[config.mk]
export PLATFORM = sky130hd
export DESIGN_NAME = dm_result_reader_flat
export DESIGN_NICKNAME = d
export VERILOG_FILES = /design/src/rtl/dm_result_reader_if.sv /design/src/rtl/dm_result_reader.sv /design/src/flat_wrapper.sv
export SDC_FILE = /design/constraint.sdc
export NUM_CORES = 1
export LEC_CHECK = 0
export BUFFER_PORTS_ARGS = -buffer_cell sky130_fd_sc_hd__buf_4
export CAP_MARGIN = 20
export CORE_MARGIN = 3
export CORE_UTILIZATION = 45
export CTS_CLUSTER_DIAMETER = 50
export DETAILED_ROUTE_END_ITERATION = 10
export GPL_ROUTABILITY_DRIVEN = 0
export GPL_TIMING_DRIVEN = 1
export PLACE_DENSITY = 0.74
export SYNTH_ARGS = -nofsm -noshare
export SYNTH_HDL_FRONTEND = slang
export SYNTH_SLANG_ARGS = --single-unit
[constraint.sdc]
create_clock -name clk -period 1.9 [get_ports clk]
set_input_delay 0.19 -clock clk [delete_from_list [all_inputs] [get_ports clk]]
set_output_delay 0.19 -clock clk [all_outputs]
set_load 0.01 [all_outputs]
[src/rtl/dm_result_reader_if.sv]
// Bundle of core-completion, data-memory read and result-stream signals
// for the post-run result unloader.
interface dm_result_reader_if #(
  parameter int unsigned ADDR_W = 12,
  parameter int unsigned DATA_W = 12
);
  logic              end_process;
  logic              mem_sel;
  logic              mem_rd_en;
  logic [ADDR_W-1:0] mem_addr;
  logic [DATA_W-1:0] mem_data;
  logic [DATA_W-1:0] out_data;
  logic              out_valid;
  logic              out_ready;
  logic              out_last;
  logic              busy;
  logic              done;

  modport master (
    input  end_process,
    input  mem_data,
    input  out_ready,
    output mem_sel,
    output mem_rd_en,
    output mem_addr,
    output out_data,
    output out_valid,
    output out_last,
    output busy,
    output done
  );

  modport slave (
    output end_process,
    output mem_data,
    output out_ready,
    input  mem_sel,
    input  mem_rd_en,
    input  mem_addr,
    input  out_data,
    input  out_valid,
    input  out_last,
    input  busy,
    input  done
  );
endinterface

[src/rtl/dm_result_reader.sv]
// Unloads COUNT result words from data memory after the core finishes and
// streams them on a valid/ready port with a last-word marker.
//
// state   | meaning
// --------+-----------------------------------------------------------
// S_IDLE  | waiting for a rising edge of end_process
// S_FETCH | read strobe out, mem_addr = BASE_ADDR + idx
// S_WAIT  | memory read latency; mem_data captured at end of cycle
// S_HOLD  | out_valid held until the sink accepts the word
// S_DONE  | done held until end_process is sampled low
module dm_result_reader #(
  parameter int unsigned       ADDR_W    = 12,
  parameter int unsigned       DATA_W    = 12,
  parameter logic [ADDR_W-1:0] BASE_ADDR = '0,
  parameter int unsigned       COUNT     = 16
) (
  input logic                clk,
  input logic                rst,
  dm_result_reader_if.master bus
);

  localparam int unsigned      IDX_W    = $clog2(COUNT) + 1;
  localparam logic [IDX_W-1:0] LAST_IDX = IDX_W'(COUNT - 1);

  typedef enum logic [2:0] {
    S_IDLE,
    S_FETCH,
    S_WAIT,
    S_HOLD,
    S_DONE
  } state_t;

  state_t            state_q;
  logic [IDX_W-1:0]  idx_q;
  logic              ep_q;
  logic              armed_q;
  logic              mem_sel_q;
  logic              rd_en_q;
  logic [ADDR_W-1:0] addr_q;
  logic [DATA_W-1:0] data_q;
  logic              valid_q;
  logic              last_q;
  logic              busy_q;
  logic              done_q;

  logic [IDX_W-1:0]  idx_inc_d;
  logic [ADDR_W-1:0] addr_inc_d;
  logic              ep_rise_d;
  logic              hs_d;
  logic              at_last_d;

  // armed_q blocks a level that is already high out of reset from looking
  // like an edge; end_process must be seen low once before it can trigger.
  always_comb begin
    idx_inc_d  = idx_q + IDX_W'(1);
    addr_inc_d = BASE_ADDR + ADDR_W'(idx_inc_d);
    ep_rise_d  = bus.end_process & ~ep_q & armed_q;
    hs_d       = valid_q & bus.out_ready;
    at_last_d  = (idx_q == LAST_IDX);
  end

  always_ff @(posedge clk or posedge rst) begin
    if (rst) begin
      state_q   <= S_IDLE;
      idx_q     <= '0;
      ep_q      <= 1'b0;
      armed_q   <= 1'b0;
      mem_sel_q <= 1'b0;
      rd_en_q   <= 1'b0;
      addr_q    <= '0;
      data_q    <= '0;
      valid_q   <= 1'b0;
      last_q    <= 1'b0;
      busy_q    <= 1'b0;
      done_q    <= 1'b0;
    end else begin
      ep_q <= bus.end_process;
      if (!bus.end_process) begin
        armed_q <= 1'b1;
      end

      unique case (state_q)
        S_IDLE: begin
          if (ep_rise_d) begin
            state_q   <= S_FETCH;
            idx_q     <= '0;
            mem_sel_q <= 1'b1;
            busy_q    <= 1'b1;
            rd_en_q   <= 1'b1;
            addr_q    <= BASE_ADDR;
          end
        end
        S_FETCH: begin
          state_q <= S_WAIT;
          rd_en_q <= 1'b0;
          addr_q  <= '0;
        end
        S_WAIT: begin
          state_q <= S_HOLD;
          data_q  <= bus.mem_data;
          valid_q <= 1'b1;
          last_q  <= at_last_d;
        end
        S_HOLD: begin
          if (hs_d) begin
            valid_q <= 1'b0;
            last_q  <= 1'b0;
            if (at_last_d) begin
              state_q   <= S_DONE;
              mem_sel_q <= 1'b0;
              busy_q    <= 1'b0;
              done_q    <= 1'b1;
            end else begin
              state_q <= S_FETCH;
              idx_q   <= idx_inc_d;
              rd_en_q <= 1'b1;
              addr_q  <= addr_inc_d;
            end
          end
        end
        S_DONE: begin
          if (!bus.end_process) begin
            state_q <= S_IDLE;
            done_q  <= 1'b0;
          end
        end
        default: begin
          state_q <= S_IDLE;
        end
      endcase
    end
  end

  assign bus.mem_sel   = mem_sel_q;
  assign bus.mem_rd_en = rd_en_q;
  assign bus.mem_addr  = addr_q;
  assign bus.out_data  = data_q;
  assign bus.out_valid = valid_q;
  assign bus.out_last  = last_q;
  assign bus.busy      = busy_q;
  assign bus.done      = done_q;

endmodule

[src/flat_wrapper.sv]
// flat-port wrapper written by rule: the top's interface ports become plain ports
module dm_result_reader_flat 
#(
  parameter int unsigned       ADDR_W    = 12,
  parameter int unsigned       DATA_W    = 12,
  parameter logic [ADDR_W-1:0] BASE_ADDR = '0,
  parameter int unsigned       COUNT     = 16
)
  (clk, rst, bus_end_process, bus_mem_data, bus_out_ready, bus_mem_sel, bus_mem_rd_en, bus_mem_addr, bus_out_data, bus_out_valid, bus_out_last, bus_busy, bus_done);
  dm_result_reader_if #(.ADDR_W(ADDR_W), .DATA_W(DATA_W)) bus_i ();
  input logic clk;
  input logic rst;
  input wire logic [$bits(bus_i.end_process)-1:0] bus_end_process;
  input wire logic [$bits(bus_i.mem_data)-1:0] bus_mem_data;
  input wire logic [$bits(bus_i.out_ready)-1:0] bus_out_ready;
  output wire logic [$bits(bus_i.mem_sel)-1:0] bus_mem_sel;
  output wire logic [$bits(bus_i.mem_rd_en)-1:0] bus_mem_rd_en;
  output wire logic [$bits(bus_i.mem_addr)-1:0] bus_mem_addr;
  output wire logic [$bits(bus_i.out_data)-1:0] bus_out_data;
  output wire logic [$bits(bus_i.out_valid)-1:0] bus_out_valid;
  output wire logic [$bits(bus_i.out_last)-1:0] bus_out_last;
  output wire logic [$bits(bus_i.busy)-1:0] bus_busy;
  output wire logic [$bits(bus_i.done)-1:0] bus_done;
  assign bus_i.end_process = bus_end_process;
  assign bus_i.mem_data = bus_mem_data;
  assign bus_i.out_ready = bus_out_ready;
  assign bus_mem_sel = bus_i.mem_sel;
  assign bus_mem_rd_en = bus_i.mem_rd_en;
  assign bus_mem_addr = bus_i.mem_addr;
  assign bus_out_data = bus_i.out_data;
  assign bus_out_valid = bus_i.out_valid;
  assign bus_out_last = bus_i.out_last;
  assign bus_busy = bus_i.busy;
  assign bus_done = bus_i.done;
  dm_result_reader #(.ADDR_W(ADDR_W), .DATA_W(DATA_W), .BASE_ADDR(BASE_ADDR), .COUNT(COUNT)) u_core (.clk(clk), .rst(rst), .bus(bus_i));
endmodule
* Yosys cells after proc, flatten, opt, wreduce, memory -nomap -nowiden
Cells that the tools add are included.
Operators by class: $add $sub $neg 1, equal/unequal tests 10, multiplexer cells 27, bitwise operators 4, reduce and logical (&&, ||, !) cells 11
Operators by type and width (number):
- 12-bit two-way mux | 3
- 12-bit one-hot mux with 3 select lines | 1
- 4-bit AND reduction | 4
- 5-bit two-way mux | 3
- 3-bit one-hot mux with 5 select lines | 1
- 3-bit two-way mux | 4
- 5-bit one-hot mux with 2 select lines | 1
- 1-bit two-way mux | 9
- 1-bit one-hot mux with 2 select lines | 4
- 3-bit by 2-bit equality test with 1-bit output (second input constant) | 2
- 2-bit by 1-bit inequality test with 1-bit output (second input constant) | 3
- 2-bit nonzero test | 3
- 5-bit by 1-bit adder with 5-bit output (second input constant) | 1
- 5-bit by 4-bit equality test with 1-bit output (second input constant) | 1
- 2-bit inequality test (second input constant) | 2
- 1-bit bitwise AND | 3
- 3-bit by 1-bit equality test with 1-bit output (second input constant) | 1
- 3-bit equality test (second input constant) | 1
- 3-bit zero test | 1
- 1-bit one-hot mux with 3 select lines | 1
- 3-bit AND reduction | 1
- 3-bit nonzero test | 1
- 2-bit AND reduction | 1
- 1-bit inverter | 1
Storage, ports and cells: register bits 39, bits of input ports 16, logic and storage cells 64

* Depth between registers and ports, before layout
Gate-level depths: netlist of run 1.
depth in word-level cells 5, mapped depth 6, gate-level depth less buffers 6

* Least setup slack after synthesis of run 1
No wires, ideal clock.
path kind register to register, from reg u_core.idx_q[0], to reg u_core.addr_q[0] (netlist: u_core.bus.mem_addr[0]), arrival 1.653 ns, required time 1.771 ns, path slack 0.118 ns, cell stages (with the launch flop) 7, clock period less this slack 1.782 ns, cell sequence dfrtp_1 > ha_1 > and3_1 > ha_1 > nand4b_1 > a31oi_4 > o22ai_1
Between the ends: cells in the longest elaborated chain, start to end 4, elaborated cells on any way between the ends 7, those cells by class add/sub (1); eq/ne (2); mux (3); reduce/logical (1)
RTL lines:
- start: declaration | RTL line dm_result_reader.sv:34 | logic [IDX_W-1:0] idx_q;
- start signal: assignment | RTL line dm_result_reader.sv:115 | idx_q <= idx_inc_d;
- 5-bit by 1-bit adder with 5-bit output | RTL line dm_result_reader.sv:55 | idx_inc_d = idx_q + IDX_W'(1);
- 12-bit two-way mux | RTL line dm_result_reader.sv:108 | if (at_last_d) begin
- 12-bit two-way mux | RTL line dm_result_reader.sv:105 | if (hs_d) begin
- 12-bit one-hot mux with 3 select lines | RTL line dm_result_reader.sv:82 | unique case (state_q)
- end signal: assignment | RTL line dm_result_reader.sv:117 | addr_q <= addr_inc_d;
- end: declaration | RTL line dm_result_reader.sv:39 | logic [ADDR_W-1:0] addr_q;
Several ways; a longest one is shown, not always the timed one. The select of a mux whose other input is x is not followed. A chain may end at the register's enable or synchronous reset.

* Worst setup path in the final report of run 1
from reg u_core.idx_q[0], to reg u_core.addr_q[2] (netlist: u_core.bus.mem_addr[2])
Same word-level chain as after synthesis.

==> run metrics, run 1 <==
Post-route DRC 0; Comb power frac between 40% and 50%; worst-case reg-to-reg path depth 6; Final Max Tran Viols 0; Cell Rows 20; clk buf depth 2; Ys Warns 0; sw power just over 1 mW; final hold viol count 0; insertion delay to the later sink of the worst-skew pair between 0.3 and 0.4 ns; # IOs 46; 1st-pass router iterations 4; CP endpoint kind register; Internal around 2.0 mW; R2R Setup Slk ~0.085 ns; Routed wire per std cell between 10 and 15 um; clk sinks 32; Fmax 551 MHz; Worst setup SP type register; worst setup path end u_core.bus.mem_addr[2]$_DFFE_PP0P_; endpoint of the worst-slack reg-to-reg timing path u_core.bus.mem_addr[2]$_DFFE_PP0P_; CP arrival just over 2 ns; most common cell after layout, fill and taps aside buf_4; WL final roughly 3.2 mm; CTS tree built; Post-synth ARST share between 90% and 100%; vias in the first global route approximately 1100; main flop type after synthesis dfrtp_1; RSZ-0062 raised after global routing no; global-route wire length before repair roughly 5.3 mm; most frequent cells in the layout buf_4 (44), dfrtp_1 (32), mux2_2 (12); Seq/Total Area, Yosys a little over half; Post-Syn Instances 126; Die ar. around 4100 um^2; antenna violations before repair 0; worst hold slack 0.0830 ns; Die Y around 64 um; Die W 63.7 um; Clk network pwr share approximately 17%; vias per cell approximately 5.2; port buffer count 38; CTS buffer count 5; core outline area approximately 3100 um^2; Tmin final about 1.8 ns; cell area after synthesis around 1500 um^2; vias 1120; WS Path Type register to register; RR Startpoint u_core.idx_q[0]$_DFFE_PP0P_; crit-path max FO 6; final setup fails 0; worst ir drop on vdd about 0.71 mV; CTS root buf clkbuf_4; Post-synth EDFFs 0; share of cells above drive strength 1 a little over two fifths; status completed; Cell Pwr Density 1550 nW/um^2; Yosys cell types 42; total of max-cap violations 0; CP required around 2.1 ns; Yosys reg bits 32; worst hold path type input port to register; DP Wirelength 2.33 mm; CTS H-tree depth 2; starting density of the core 48.0%; Tcrit/Tclk final a little over nine tenths; Final Net Count 190; GRT Resource Usage Total around 16%; synth-to-layout area growth 28.3%; worst clock skew approximately 0.0032 ns; Clock transition at path regs approximately 0.10 ns; largest net degree at the start of global routing 33; # diodes 0; Starting DRT DRC Count 23; grt ovf 0; Sw Share about a third; filler instances just under 300; sequential power share between 30% and 40%; leakage slightly above 0.9 nW; TNS Setup 0 ns; Tot Pwr 2.97 mW; Final ANT Viol Nets 0; Critical Path Start u_core.idx_q[0]$_DFFE_PP0P_; Post-Syn Area per Cell between 10 and 15 um^2
state kept, by name, indices dropped and copies added, names as in the netlist:
| signal | flops |
|---|---|
| u_core.bus.out_last | 1 |
| u_core.ep_q | 1 |
| u_core.bus.mem_rd_en | 1 |
| u_core.bus.done | 1 |
| u_core.idx_q | 5 |
| u_core.bus.mem_sel | 1 |
| u_core.state_q | 3 |
| u_core.bus.out_data | 12 |
| u_core.bus.mem_addr | 5 |
| u_core.bus.out_valid | 1 |
| u_core.armed_q | 1 |
layer usage:
layer,wire [um],track usage [%],vias up
met1,1320,20.6,560
li1,-,-,528
met3,133,3.34,5
met4,33,5.66,0
met5,0,0,-
met2,1700,28.2,27
cell usage after synthesis (2+ instances only):
cell,n,area (um^2)
dfrtp_1,32,801
mux2_2,12,135
buf_4,10,75.1
inv_1,10,37.5
o21ai_0,5,25.0
o22ai_1,5,31.3
a21oi_1,4,20.0
mux2i_1,3,30.0
nand2_1,3,11.3
a22o_1,2,17.5
a31oi_1,2,12.5
and3_1,2,12.5
buf_2,2,10.0
ha_1,2,25.0
nand2b_1,2,12.5
nand3_1,2,10.0
nor2_1,2,7.51
nor4bb_1,2,20.0
critical path: stages, from the launching register on:
cell and delay (ns):
dfrtp_1 0.41, ha_1 0.21, and3_1 0.18, ha_2 0.22, nand4b_1 0.24, a31oi_4 0.33
o22ai_1 0.11
repair_timing:
| action | 4_1_cts | 5_1_grt |
|---|---|---|
| buffers inserted | 1 | 0 |
| pin swaps | 3 | 1 |
| cloned | 0 | 0 |
| endpoints found under the hold margin | 33 | 0 |
| hold buffers | 2 | 0 |
| resized for setup | 0 | 2 |
| setup endpoints to repair | 6 | 11 |
worst min path at each step:
stage	from	end	slack, ns	depth (start not counted)
after floorplan	bus_end_process	u_core.ep_q$_DFF_PP0_	0.22	0
after global placement	rst	u_core.bus.out_data[2]$_DFFE_PP0P_	0.30	3
after detailed placement	rst	u_core.bus.out_data[2]$_DFFE_PP0P_	0.31	3
after CTS	bus_mem_data[3]	u_core.bus.out_data[3]$_DFFE_PP0P_	0.08	2
after global routing	bus_mem_data[3]	u_core.bus.out_data[3]$_DFFE_PP0P_	0.08	2
final	bus_mem_data[3]	u_core.bus.out_data[3]$_DFFE_PP0P_	0.08	2
cells by family after synthesis:
group	after synthesis	synth area share [%]
xor+xnor	1	0.584
buf+inv	24	8.67
compound gates	28	13.7
simple gates	23	10.8
other cells	1	0.250
mux	15	11.0
flops	32	53.4
fa+ha+maj	2	1.67
through the flow:
stage | worst slack (ns) | util (%) | instance area [um^2] | std cells
after detailed placement | 0.00166 | 57.9 | 1810 | 206
after global routing | 0.00217 | 61.5 | 1920 | 217
final | 0.0851 | 61.5 | 1920 | 217
after floorplan | 0.118 | - | 1520 | 132
after global placement | 0.111 | 57.9 | 1810 | 206
after CTS | 0.0130 | 61.2 | 1920 | 217
cell type report:
| type | count | area (um^2) | share of cell area, % |
|---|---|---|---|
| Inverter | 11 | 41.3 | 2.15 |
| Tap cell | 44 | 55.1 | 2.86 |
| Clock inverter | 2 | 35.0 | 1.82 |
| Timing Repair Buffer | 46 | 350 | 18.2 |
| Clock buffer | 6 | 41.3 | 2.15 |
| Multi-Input combinational cell | 76 | 601 | 31.2 |
| Sequential cell | 32 | 801 | 41.6 |
power by group through the flow:
stage	combinational, mW	clock [mW]	sequential (mW)
6_report	1.28	0.505	1.19
5_1_grt	1.39	0.545	1.24
4_1_cts	1.29	0.520	1.19
3_5_place_dp	1.26	0	1.21
3_3_place_gp	1.22	0	1.19
2_1_floorplan	0.680	0	1.25
(Power assumes the default switching activity.)
==> run 2, diff against run 1 <==
--- a/config.mk
+++ b/config.mk
@@ -13,7 +13,7 @@
 export DETAILED_ROUTE_END_ITERATION = 10
 export GPL_ROUTABILITY_DRIVEN = 0
 export GPL_TIMING_DRIVEN = 1
-export PLACE_DENSITY = 0.74
+export PLACE_DENSITY = 0.8
 export SYNTH_ARGS = -nofsm -noshare
 export SYNTH_HDL_FRONTEND = slang
 export SYNTH_SLANG_ARGS = --single-unit
==> run 2 against run 1 <==
Wire length is 4.8% lower. Clock-buffer cell count is 2 higher. Core utilization is 0.64 points lower. Power is 4.1% lower. Sequential share of layout area is 0.44 points higher. Die area stayed put. Combinational power hardly changed. Sequential power hardly changed.
==> run metrics, run 2 (synthesized netlist as in run 1, its figures left out) <==
status completed (unchanged); clk sinks 32 (unchanged); Tmin final 1.80 ns (was 1.81 ns); share of cells above drive strength 1 41.0% (was 42.2%); Internal 1.86 mW (was 1.96 mW); vias per cell 5.08 (was 5.16); Post-route DRC 0 (unchanged); Final Max Tran Viols 0 (unchanged); worst-case reg-to-reg path depth 6 (unchanged); Cell Rows 20 (unchanged); starting density of the core 48.0% (unchanged); Final ANT Viol Nets 0 (unchanged); leakage 0.898 nW (was 0.906 nW); Tot Pwr 2.85 mW (was 2.97 mW); Hold Startpoint bus_mem_data[3] (unchanged); core outline area 3130 um^2 (unchanged); Comb power frac 44.4% (was 43.1%); insertion delay to the later sink of the worst-skew pair 0.33 ns (about the same); RR Startpoint u_core.idx_q[0]$_DFFE_PP0P_ (unchanged); largest net degree at the start of global routing 33 (unchanged); Cell Pwr Density 1500 nW/um^2 (was 1550 nW/um^2); CTS root buf clkbuf_4 (unchanged); clk buf depth 2 (unchanged); grt ovf 0 (unchanged); Fmax 557 MHz (was 551 MHz); crit-path max FO 6 (unchanged); Starting DRT DRC Count 32 (was 23); synth-to-layout area growth 26.9% (was 28.3%); CP arrival 2.01 ns (was 2.03 ns); final worst setup slack 0.104 ns (was 0.0851 ns); Hold Crit Depth 2 (unchanged); worst clock skew 0.00350 ns (was 0.00318 ns); most frequent cells in the layout buf_4 (44), dfrtp_1 (32), mux2_2 (12) (unchanged); port buffer count 38 (unchanged); Routed wire per std cell 14.0 um (was 14.7 um); Clk network pwr share 13.9% (was 17.0%); Worst setup SP type register (unchanged); worst hold path type input port to register (unchanged); final hold viol count 0 (unchanged); # diodes 0 (unchanged); max FFs per register 12 (unchanged); vias 1102 (was 1120); RSZ-0062 raised after global routing yes (was no); CP required 2.11 ns (was 2.12 ns); Tcrit/Tclk final 94.5% (was 95.5%); Placement Setup Slack 0.0961 ns (was 0.00166 ns); WL final 3.03 mm (was 3.19 mm); sw power 0.988 mW (was 1.02 mW); vias in the first global route 1078 (was 1117); CTS tree built (unchanged); Sw Share 34.6% (was 34.1%); CP endpoint kind register (unchanged); DP Wirelength 2.24 mm (was 2.33 mm); Die W 63.7 um (unchanged); CTS H-tree depth 2 (unchanged); total of max-cap violations 0 (unchanged); R2R Setup Slk 0.10 ns (was 0.09 ns); 1st-pass router iterations 4 (unchanged); worst ir drop on vdd 0.784 mV (was 0.711 mV); endpoint of the worst-slack reg-to-reg timing path u_core.bus.mem_addr[0]$_DFFE_PP0P_ (was u_core.bus.mem_addr[2]$_DFFE_PP0P_); GRT Resource Usage Total 15.9% (was 16.5%); antenna violations before repair 0 (unchanged); WS Path Type register to register (unchanged); Clock transition at path regs 0.09 ns (was 0.10 ns); final setup fails 0 (unchanged); Final Net Count 190 (unchanged); sequential power share 41.7% (was 39.9%); # IOs 46 (unchanged); Die ar. 4060 um^2 (unchanged); TNS Setup 0 ns (unchanged); Die Y 63.7 um (unchanged); worst hold endpoint u_core.bus.out_data[3]$_DFFE_PP0P_ (unchanged); global-route wire length before repair 4.98 mm (was 5.27 mm); CTS buffer count 5 (unchanged); most common cell after layout, fill and taps aside buf_4 (unchanged)
==> run 2: changes by cell type in the layout (fill, tap and decap cells not counted), sizes merged <==
| cell | before | now |
|---|---|---|
| bufinv | 1 | 0 |
| clkinv | 1 | 0 |
| clkbuf | 6 | 8 |
==> run 2: how the worst max path moves through the flow <==
stage | from | to | slack, ns | cells past startpoint
finish | u_core.idx_q[0]$_DFFE_PP0P_ | u_core.bus.mem_addr[0]$_DFFE_PP0P_ | 0.10 | 6
detailed placement | u_core.idx_q[0]$_DFFE_PP0P_ | u_core.idx_q[3]$_DFFE_PP0P_ | 0.1 | 6
global route | u_core.idx_q[1]$_DFFE_PP0P_ | u_core.bus.mem_addr[0]$_DFFE_PP0P_ | -0.02 | 6
global placement | u_core.idx_q[0]$_DFFE_PP0P_ | u_core.bus.mem_addr[0]$_DFFE_PP0P_ | 0.16 | 6
floorplan | u_core.idx_q[0]$_DFFE_PP0P_ | u_core.bus.mem_addr[0]$_DFFE_PP0P_ | 0.12 | 6
CTS | u_core.idx_q[0]$_DFFE_PP0P_ | u_core.idx_q[3]$_DFFE_PP0P_ | 0.08 | 6
==> run 2: power by group through the flow <==
| stage | clock, mW | sequential, mW | combinational, mW |
|---|---|---|---|
| floorplan | 0 | 1.25 | 0.680 |
| global placement | 0 | 1.18 | 1.21 |
| detailed placement | 0 | 1.21 | 1.25 |
| CTS | 0.413 | 1.20 | 1.25 |
| global route | 0.442 | 1.24 | 1.38 |
| finish | 0.396 | 1.19 | 1.27 |
==> run 2: repair_timing <==
action,4_1_cts,5_1_grt
gates resized for setup,0,1
hold buffers,2,0
setup buffers,0,1
setup endpoints to repair,0,7
endpoints found under the hold margin,33,0
==> run 2: metrics by stage <==
step                cells  hold slack [ns]  instance area, um^2  util (%)
floorplan             132            0.221                 1520         -
global placement      206            0.294                 1810      57.9
detailed placement    206            0.305                 1810      57.9
CTS                   216           0.0710                 1890      60.4
global route          217           0.0674                 1900      60.9
finish                217           0.0863                 1900      60.9
==> run 2: area by class of cell <==
type	instances	area, um^2
timing repair buffer	46	350
multi-input combinational	76	598
fill	253	1220
inverter	11	41.3
tap	44	55.1
sequential	32	801
clock buffer	8	58.8
==> run 2: metal layers <==
| metal | wire length (um) | vias up | global-route usage [%] |
|---|---|---|---|
| li1 | - | 526 | - |
| met1 | 1350 | 537 | 20.9 |
| met2 | 1490 | 31 | 24.4 |
| met3 | 136 | 8 | 4.39 |
| met4 | 59 | 0 | 7.28 |
| met5 | 0 | - | 0 |
==> run 2: worst max-delay path, stage by stage, from the launching register on <==
cell and delay, ns:
dfrtp_1 0.41, ha_1 0.22, and3_1 0.18, ha_1 0.23, nand4b_1 0.24, a31oi_4 0.28, o22ai_1 0.11
